File: src/rtl/mem_port_arb.sv
// mem_port_arb: shares one Avalon RAM port between two camera pixel writers
// and the HDMI display reader (single-beat requests, display-read priority).
//
// Ports (all on rising clk_25_2m; reset is synchronous, active-low):
//   ram_rdy                     : RAM calibrated; nothing issues while low
//   cam1/cam2/disp _req,_addr   : requests, held until the matching grant
//   cam1/cam2 _wdata            : camera write data
//   cam1/cam2/disp _gnt         : one-cycle pulse after the RAM accepts
//   disp_rdata/disp_rvalid      : registered read return to the display
//   avl_*                       : Avalon master side toward RAM port 0
//   busy                        : request in flight or reads outstanding
//   stat_cam1/stat_cam2/stat_disp : grant counters
//
// Build option: define ARB_STATS_EN to build the saturating 32-bit grant
// counters; without it the stat_* outputs are tied to zero.

module mem_port_arb #(
    parameter int ADDR_W          = 29,
    parameter int DATA_W          = 32,
    parameter int MAX_RD_RUN      = 8,
    parameter int MAX_OUTSTANDING = 4
) (
    input  logic              clk_25_2m,
    input  logic              reset,
    input  logic              ram_rdy,
    input  logic              cam1_req,
    input  logic              cam2_req,
    input  logic              disp_req,
    input  logic [ADDR_W-1:0] cam1_addr,
    input  logic [ADDR_W-1:0] cam2_addr,
    input  logic [ADDR_W-1:0] disp_addr,
    input  logic [DATA_W-1:0] cam1_wdata,
    input  logic [DATA_W-1:0] cam2_wdata,
    output logic              cam1_gnt,
    output logic              cam2_gnt,
    output logic              disp_gnt,
    output logic [DATA_W-1:0] disp_rdata,
    output logic              disp_rvalid,
    input  logic              avl_ready,
    output logic              avl_write_req,
    output logic              avl_read_req,
    output logic [ADDR_W-1:0] avl_addr,
    output logic [DATA_W-1:0] avl_wdata,
    input  logic [DATA_W-1:0] avl_rdata,
    input  logic              avl_rdata_valid,
    output logic              busy,
    output logic [31:0]       stat_cam1,
    output logic [31:0]       stat_cam2,
    output logic [31:0]       stat_disp
);

    localparam int RUN_W = $clog2(MAX_RD_RUN + 1);
    localparam int OUT_W = $clog2(MAX_OUTSTANDING + 1);

    typedef enum logic {
        IDLE,
        ISSUE
    } state_t;

    typedef enum logic [1:0] {
        WHO_CAM1,
        WHO_CAM2,
        WHO_DISP
    } who_t;

    state_t             r_state;
    state_t             w_nxt_state;
    who_t               r_who;
    who_t               w_sel;
    logic [ADDR_W-1:0]  r_addr;
    logic [DATA_W-1:0]  r_wdata;
    logic               r_is_rd;
    logic               r_rr_cam2;
    logic [RUN_W-1:0]   r_rd_run;
    logic [OUT_W-1:0]   r_outst;
    logic               r_cam1_gnt;
    logic               r_cam2_gnt;
    logic               r_disp_gnt;
    logic               r_rvalid;
    logic [DATA_W-1:0]  r_rdata;

    logic               w_take;
    logic               w_accept;
    logic               w_cam_any;
    logic               w_disp_ok;
    logic               w_rd_inc;
    logic               w_rd_dec;
    logic [ADDR_W-1:0]  w_sel_addr;
    logic [DATA_W-1:0]  w_sel_wdata;

    assign w_cam_any = cam1_req | cam2_req;

    // Display loses priority only once it has run MAX_RD_RUN reads in a
    // row while a camera waits, or when the read pipeline is full.
    assign w_disp_ok = disp_req
                    && (r_outst < OUT_W'(MAX_OUTSTANDING))
                    && !((r_rd_run == RUN_W'(MAX_RD_RUN)) && w_cam_any);

    always_comb begin
        w_nxt_state = r_state;
        w_take      = 1'b0;
        w_accept    = 1'b0;
        w_sel       = WHO_CAM1;
        unique case (r_state)
            IDLE: begin
                if (ram_rdy) begin
                    if (w_disp_ok) begin
                        w_sel  = WHO_DISP;
                        w_take = 1'b1;
                    end else if (cam1_req && cam2_req) begin
                        w_sel  = r_rr_cam2 ? WHO_CAM2 : WHO_CAM1;
                        w_take = 1'b1;
                    end else if (cam1_req) begin
                        w_sel  = WHO_CAM1;
                        w_take = 1'b1;
                    end else if (cam2_req) begin
                        w_sel  = WHO_CAM2;
                        w_take = 1'b1;
                    end
                end
                if (w_take) begin
                    w_nxt_state = ISSUE;
                end
            end
            ISSUE: begin
                if (avl_ready) begin
                    w_accept    = 1'b1;
                    w_nxt_state = IDLE;
                end
            end
        endcase
    end

    always_comb begin
        w_sel_addr  = cam1_addr;
        w_sel_wdata = cam1_wdata;
        unique case (w_sel)
            WHO_CAM2: begin
                w_sel_addr  = cam2_addr;
                w_sel_wdata = cam2_wdata;
            end
            WHO_DISP: begin
                w_sel_addr  = disp_addr;
                w_sel_wdata = '0;
            end
            default: begin
                w_sel_addr  = cam1_addr;
                w_sel_wdata = cam1_wdata;
            end
        endcase
    end

    assign w_rd_inc = w_accept && r_is_rd;
    // A return with nothing outstanding is stray (e.g. a read issued
    // before a reset) and is dropped entirely.
    assign w_rd_dec = avl_rdata_valid && (r_outst != '0);

    always_ff @(posedge clk_25_2m) begin
        if (!reset) begin
            r_state    <= IDLE;
            r_who      <= WHO_CAM1;
            r_addr     <= '0;
            r_wdata    <= '0;
            r_is_rd    <= 1'b0;
            r_rr_cam2  <= 1'b0;
            r_rd_run   <= '0;
            r_outst    <= '0;
            r_cam1_gnt <= 1'b0;
            r_cam2_gnt <= 1'b0;
            r_disp_gnt <= 1'b0;
            r_rvalid   <= 1'b0;
            r_rdata    <= '0;
        end else begin
            r_state    <= w_nxt_state;
            r_cam1_gnt <= w_accept && (r_who == WHO_CAM1);
            r_cam2_gnt <= w_accept && (r_who == WHO_CAM2);
            r_disp_gnt <= w_accept && (r_who == WHO_DISP);

            if (w_take) begin
                r_who   <= w_sel;
                r_addr  <= w_sel_addr;
                r_wdata <= w_sel_wdata;
                r_is_rd <= (w_sel == WHO_DISP);
            end

            if (w_accept && (r_who != WHO_DISP)) begin
                r_rr_cam2 <= (r_who == WHO_CAM1);
            end

            if (w_accept) begin
                if (r_who == WHO_DISP) begin
                    if (r_rd_run != RUN_W'(MAX_RD_RUN)) begin
                        r_rd_run <= r_rd_run + 1'b1;
                    end
                end else begin
                    r_rd_run <= '0;
                end
            end else if ((r_state == IDLE) && !w_cam_any) begin
                r_rd_run <= '0;
            end

            if (w_rd_inc && !w_rd_dec) begin
                r_outst <= r_outst + 1'b1;
            end else if (!w_rd_inc && w_rd_dec) begin
                r_outst <= r_outst - 1'b1;
            end

            r_rvalid <= w_rd_dec;
            if (w_rd_dec) begin
                r_rdata <= avl_rdata;
            end
        end
    end

    assign cam1_gnt      = r_cam1_gnt;
    assign cam2_gnt      = r_cam2_gnt;
    assign disp_gnt      = r_disp_gnt;
    assign disp_rvalid   = r_rvalid;
    assign disp_rdata    = r_rdata;
    assign avl_write_req = (r_state == ISSUE) && !r_is_rd;
    assign avl_read_req  = (r_state == ISSUE) && r_is_rd;
    assign avl_addr      = r_addr;
    assign avl_wdata     = r_wdata;
    assign busy          = (r_state == ISSUE) || (r_outst != '0);

`ifdef ARB_STATS_EN
    logic [31:0] r_stat_cam1;
    logic [31:0] r_stat_cam2;
    logic [31:0] r_stat_disp;

    always_ff @(posedge clk_25_2m) begin
        if (!reset) begin
            r_stat_cam1 <= '0;
            r_stat_cam2 <= '0;
            r_stat_disp <= '0;
        end else if (w_accept) begin
            if ((r_who == WHO_CAM1) && (r_stat_cam1 != '1)) begin
                r_stat_cam1 <= r_stat_cam1 + 1'b1;
            end
            if ((r_who == WHO_CAM2) && (r_stat_cam2 != '1)) begin
                r_stat_cam2 <= r_stat_cam2 + 1'b1;
            end
            if ((r_who == WHO_DISP) && (r_stat_disp != '1)) begin
                r_stat_disp <= r_stat_disp + 1'b1;
            end
        end
    end

    assign stat_cam1 = r_stat_cam1;
    assign stat_cam2 = r_stat_cam2;
    assign stat_disp = r_stat_disp;
`else
    assign stat_cam1 = 32'h0;
    assign stat_cam2 = 32'h0;
    assign stat_disp = 32'h0;
`endif

endmodule

File: config.mk
export PLATFORM = sky130hd
export DESIGN_NAME = mem_port_arb
export DESIGN_NICKNAME = d
export VERILOG_FILES = /design/src/rtl/mem_port_arb.sv
export SDC_FILE = /design/constraint.sdc
export NUM_CORES = 1
export LEC_CHECK = 0
export ABC_AREA = 1
export CAP_MARGIN = 10
export CORE_AREA = 5 5 146 148
export CTS_CLUSTER_SIZE = 8
export DETAILED_ROUTE_END_ITERATION = 12
export DIE_AREA = 0 0 151 153
export HOLD_SLACK_MARGIN = 0.08
export PLACE_DENSITY = 0.69
export SLEW_MARGIN = 20
export SYNTH_ARGS = -nofsm -noshare
export SYNTH_HDL_FRONTEND = slang
export SYNTH_SLANG_ARGS = --single-unit
File: constraint.sdc
create_clock -name clk_25_2m -period 2.2 [get_ports clk_25_2m]
set_input_delay 0.66 -clock clk_25_2m [delete_from_list [all_inputs] [get_ports clk_25_2m]]
set_output_delay 0.66 -clock clk_25_2m [all_outputs]
set_load 0.05 [all_outputs]
# Word-level counts from Yosys, hierarchy flattened
# Cells that the tools add are included.
[word_totals] ff_bits=109 in_bits=191 out_inout_bits=196
[op_classes] n_mux=27 addsub=3 n_reduce_logical=26 n_bitwise=2 n_lt_le_gt_ge=1 n_eq_ne=8
[ops] operator="$pmux 32 s2" count=1
[ops] operator="$pmux 29 s2" count=1
[ops] operator="$mux 4" count=4
[ops] operator="$logic_and 1x1->1" count=15
[ops] operator="$mux 1" count=15
[ops] operator="$mux 2" count=3
[ops] operator="$mux 3" count=2
[ops] operator="$logic_not 1->1" count=5
[ops] operator="$add 4x1->4 const B" count=1
[ops] operator="$eq 2x1->1 const B" count=2
[ops] operator="$eq 2x2->1 const B" count=2
[ops] operator="$eq 4x4->1 const B" count=1
[ops] operator="$ne 4x4->1 const B" count=1
[ops] operator="$reduce_bool 2->1" count=2
[ops] operator="$add 3x1->3 const B" count=1
[ops] operator="$lt 3x3->1 const B" count=1
[ops] operator="$ne 3x2->1 const B" count=1
[ops] operator="$reduce_bool 3->1" count=1
[ops] operator="$sub 3x1->3 const B" count=1
[ops] operator="$logic_not 2->1" count=1
[ops] operator="$ne 2x2->1 const B" count=1
[ops] operator="$pmux 1 s2" count=1
[ops] operator="$reduce_and 2->1" count=1
[ops] operator="$logic_or 1x1->1" count=1
[ops] operator="2 further kinds" count=2

# Logic depth before layout (Yosys ltp)
[logic_depth] ltp_word=9 mapped_depth=17 mapped_depth_nobuf=15

# Worst setup path after synthesis
# No wires, ideal clock.
[synth_timing] kind="input to register" from="input cam2_req" to="register r_addr[18] (netlist: avl_addr[18])" t_arrival_ns=2.158 stages=15 setup_time_ns=0.065 required_time_ns=2.135 setup_slack_ns=-0.023 path_cell_list="nor2_2 > inv_1 > nand2_1 > nand3_1 > nand2_1 > inv_1 > ha_1 > buf_4 > nor2_2 > buf_4 > buf_6 > nand2_1 > nand3_1 > nor2_1 > nor2_1"
[synth_between] elab_chain_cells=9 word_cells_on_any_way=21 classes_between="eq/ne: 2; mux: 14; bitwise: 1; reduce/logical: 4"
[synth_rtl] element="start: declaration" line="27" rtl="input logic cam2_req,"
[synth_rtl] element="$or 1x1->1" line="91" rtl="assign w_cam_any = cam1_req | cam2_req;"
[synth_rtl] element="$logic_and 1x1->1" line="97" rtl="&& !((r_rd_run == RUN_W'(MAX_RD_RUN)) && w_cam_any);"
[synth_rtl] element="$logic_not 1->1" line="97"
[synth_rtl] element="$logic_and 1x1->1" line="97"
[synth_rtl] element="$mux 2 (*)" line="107" rtl="if (w_disp_ok) begin"
[synth_rtl] element="$mux 2 (*)" line="106" rtl="if (ram_rdy) begin"
[synth_rtl] element="$mux 2 (*)" line="104" rtl="unique case (r_state)"
[synth_rtl] element="via w_sel[0]" line="69" rtl="who_t w_sel;"
[synth_rtl] element="$eq 2x2->1 / $eq 2x1->1 (equally long branches)" line="137" rtl="unique case (w_sel)"
[synth_rtl] element="$pmux 29 s2 (*)" line="137"
[synth_rtl] element="end signal: assignment" line="181" rtl="r_addr <= w_sel_addr;"
[synth_rtl] element="end: declaration" line="70" rtl="logic [ADDR_W-1:0] r_addr;"
# The timed path passes the listed nets; every way through them passes the cells marked *. The select of a mux whose other input is x is not followed.
# A chain may end at the register's enable or synchronous reset.

# Worst setup path in the final report
[layout_timing] from="register r_wdata[2] (netlist: avl_wdata[2])" to="output avl_wdata[2]"
[layout_rtl] element="start: declaration" line="71" rtl="logic [DATA_W-1:0] r_wdata;"
[layout_rtl] element="start signal: assignment" line="182" rtl="r_wdata <= w_sel_wdata;"
[layout_rtl] element="end: declaration" line="43" rtl="output logic [DATA_W-1:0] avl_wdata,"
# No word-level cell between the ends.

==> impl_results.md <==
- Post-synthesis cell type count: 26
- Clock latency on the worst-skew pair: approximately 0.35 ns
- CP arrival: 1.51 ns
- Critical path's largest stage delay: between 0.8 and 0.9 ns
- Max Cap Violations: 0
- Antenna Nets Post-Route: 0
- First-pass GRT wire length: 28.9 mm
- Post-Route Skew: around 0.010 ns
- Setup slack, reg-to-reg: 0.08 ns
- Actual slew at the worst max-slew pin: between 0.5 and 0.6 ns
- Worst reg2reg endpoint: avl_addr[15]$_SDFFE_PN0P_
- Buf/Inv on CP: 1
- Final Setup Violations: 0
- Status: complete, no violations
- Die Width: between 150 and 200 µm
- Crit path cell chain: clkdlybuf4s50_1
- Mean Syn Cell Area: 7.32 µm²
- Final Max Slew Viols: 0
- Grt ovf: 0
- Fraction of layout cells with a size suffix above 1: 17.8%
- Most frequent cells in the layout: clkdlybuf4s50_1, nand2_1, dfxtp_1, conb_1, a21oi_1
- Worst-path fanout max: 2
- Core area: around 20000 µm²
- Hold_buf cts: 0
- Pwr dens: 775 nW/µm²
- Initial DRC count: between 200 and 250
- Nets: about 1.3k
- Initial antenna violation count: 0
- Drt wl/cell: between 15 and 20 µm
- Number of enable flip-flop cells after synthesis: 0
- Sink Count: 109
- CTS buffer count: 9
- Drt total wl: ~20 mm
- Worst R2R Path Depth: 15
- Final Util: between 40 and 50%
- Yosys warnings: 0
- Req. time, crit path: 1.54 ns
- Hold Path Cell Cnt: 2
- HP Start: disp_rdata[12]$_SDFFE_PN0P_
- Tmin final: 2.17 ns
- Post-Syn Instances: ~760
- Root buffer cell: clkbuf_16
- Layout area overhead: 68.6%
- Hold Path Sink: disp_rdata[12]$_SDFFE_PN0P_
- Setup TNS: 0 ns
- Commonest non-fill, non-tap cell in the layout: clkdlybuf4s50_1
- Routability Congestion: 0.801
- Critical path type: register to output pin
- Worst Slack Setup Final: just under 0.03 ns
- Vias: a little under 6k
- Vias in the first global route: between 5k and 6k
- Placed Area: approximately 8500 µm²
- Final Cell Area: a little over 9000 µm²
- Tot GR Track Use: between 10% and 20%
- Asr flop ratio synth: 0%
- Highest Clock Rate: 461 MHz
- CTS tree: done
- H-tree depth: 3
- DRT Pass-1 Iters: 4
- DIE HEIGHT: 153 µm
- Port Buffers: between 200 and 300
- Crit path launch type: register
- Crit. End Element: output pin
- Row count: 52
- Post-DP HPWL: between 15 and 20 mm
- Initial Util: 27.8%
- Fin crit share: between 90% and 100%
- Top delay family on crit path: buffers and inverters
- Maximum vdd drop: 0.333 mV
- Max_slew headroom: approximately 65%
- Seq/Total Area, Yosys: approximately two fifths
- Synth Flop Type: dfxtp_1
- Total power: between 7 and 8 mW
- Unrepaired setup endpoints after global routing: yes
- Post-synthesis instance area: between 5000 and 6000 µm²
- Min-Delay Path Class: register to register
- Via density: around 4.4
- FF-to-FF Start: r_rd_run[0]$_SDFFE_PN0P_
- N_diodes: 0
- Pre-CTS setup slack: -0.706 ns
- Final Hold Violating Endpoints: 0
- Largest net degree at the start of global routing: between 50 and 60
- Maximum root-to-sink buffer count: 2
- Slowest cell on the critical path: clkdlybuf4s50_1
- P_leak: around 4.4 nW
- Die area: roughly 23000 µm²
- Worst-path clk slew: ~0.08 ns
- Boundary Pins: roughly 390
- Drt drc: 0
- Yosys reg bits: 109
[metrics by stage]
step,hold slack [ns],std cells
global route,0.476,1334
finish,0.460,1334
floorplan,0.444,852
detailed placement,0.451,1308
CTS,0.463,1328
global placement,0.449,1308
[cell type report]
cell class | count | area (µm²)
clock buffer | 11 | 233
clock inverter | 5 | 45.0
fill | 1940 | 10600
inverter | 27 | 104
multi-input combinational | 570 | 2950
sequential | 109 | 2180
tap | 270 | 338
timing repair buffer | 342 | 3480
[kinds of logic (layout without fill, tap and decap cells)]
family	after synthesis	after routing	share of synthesized area [%]
adders and majority gates	6	6	1.49
buffers and inverters	173	385	19.5
AOI/OAI and AO/OA	176	176	17.6
and+or+nand+nor	292	292	22.0
DFF	109	109	39.4
other	1	96	0.0677
[power by group]
| part | internal (mW) | leakage, nW | switching, mW |
|---|---|---|---|
| Combinational | 1.13 | 3.39 | 2.17 |
| Clock | 0.788 | 0.132 | 0.791 |
| Sequential | 2.23 | 0.897 | 0.131 |
| Total | 4.15 | 4.41 | 3.09 |
[cell usage after synthesis, types with 4 or more instances]
library cell / instances / area, µm²
ha_1: 5 / 62.6
a22oi_1: 32 / 240
nor2_1: 69 / 259
buf_4: 99 / 743
dfxtp_1: 109 / 2180
clkbuf_1: 19 / 71.3
nand3_1: 68 / 340
a21oi_1: 75 / 375
buf_6: 4 / 45.0
inv_1: 24 / 90.1
o21ai_1: 20 / 100
o21ai_0: 47 / 235
nand2_1: 143 / 537
buf_2: 22 / 110
[worst max-delay path by stage]
stage / start / endpoint / cells after the start / slack, ns
after floorplan: cam2_req / avl_addr[18]$_SDFFE_PN0P_ / 15 / 0.03
after global placement: ram_rdy / avl_addr[19]$_SDFFE_PN0P_ / 15 / -0.71
after detailed placement: ram_rdy / avl_addr[19]$_SDFFE_PN0P_ / 15 / -0.71
after CTS: avl_wdata[8]$_SDFFE_PN0P_ / avl_wdata[8] / 1 / 0.0009
after global routing: r_rd_run[0]$_SDFFE_PN0P_ / avl_addr[2]$_SDFFE_PN0P_ / 15 / -0.06
final: avl_wdata[2]$_SDFFE_PN0P_ / avl_wdata[2] / 1 / 0.03
[worst register-to-register path, stage by stage, from the launching register on]
cell,delay (ns)
dfxtp_2,0.36
inv_2,0.06
ha_4,0.16
nand2_4,0.07
nor2_4,0.04
nand2_2,0.07
nand4_1,0.19
ha_4,0.37
buf_6,0.10
nor2_4,0.03
buf_12,0.13
clkbuf_16,0.18
nand2_4,0.07
nand3_2,0.06
nor2_2,0.10
nor2_1,0.04
[what timing repair did]
| item | in CTS | in global routing |
|---|---|---|
| gates resized for setup | 14 | 119 |
| hold endpoints to repair | 0 | 0 |
| setup buffers | 3 | 4 |
| pin swaps | 4 | 52 |
| cloned | 1 | 3 |
| endpoints found under the setup margin | 65 | 84 |
[layer usage]
layer	GRT usage, %	vias up	wire (µm)
li1	-	2918	-
met1	16.7	2681	7320
met2	27.8	265	10200
met3	5.95	24	2210
met4	5.79	0	422
met5	0	-	0
[registers in the layout, summed over array words and instances (netlist names)]
signal       count
disp_gnt         1
avl_addr        29
cam2_gnt         1
r_state          1
r_is_rd          1
cam1_gnt         1
r_rr_cam2        1
disp_rdata      32
avl_wdata       32
r_who            2
r_outst          3
disp_rvalid      1
r_rd_run         4
Power figures use the tool's default switching activity.
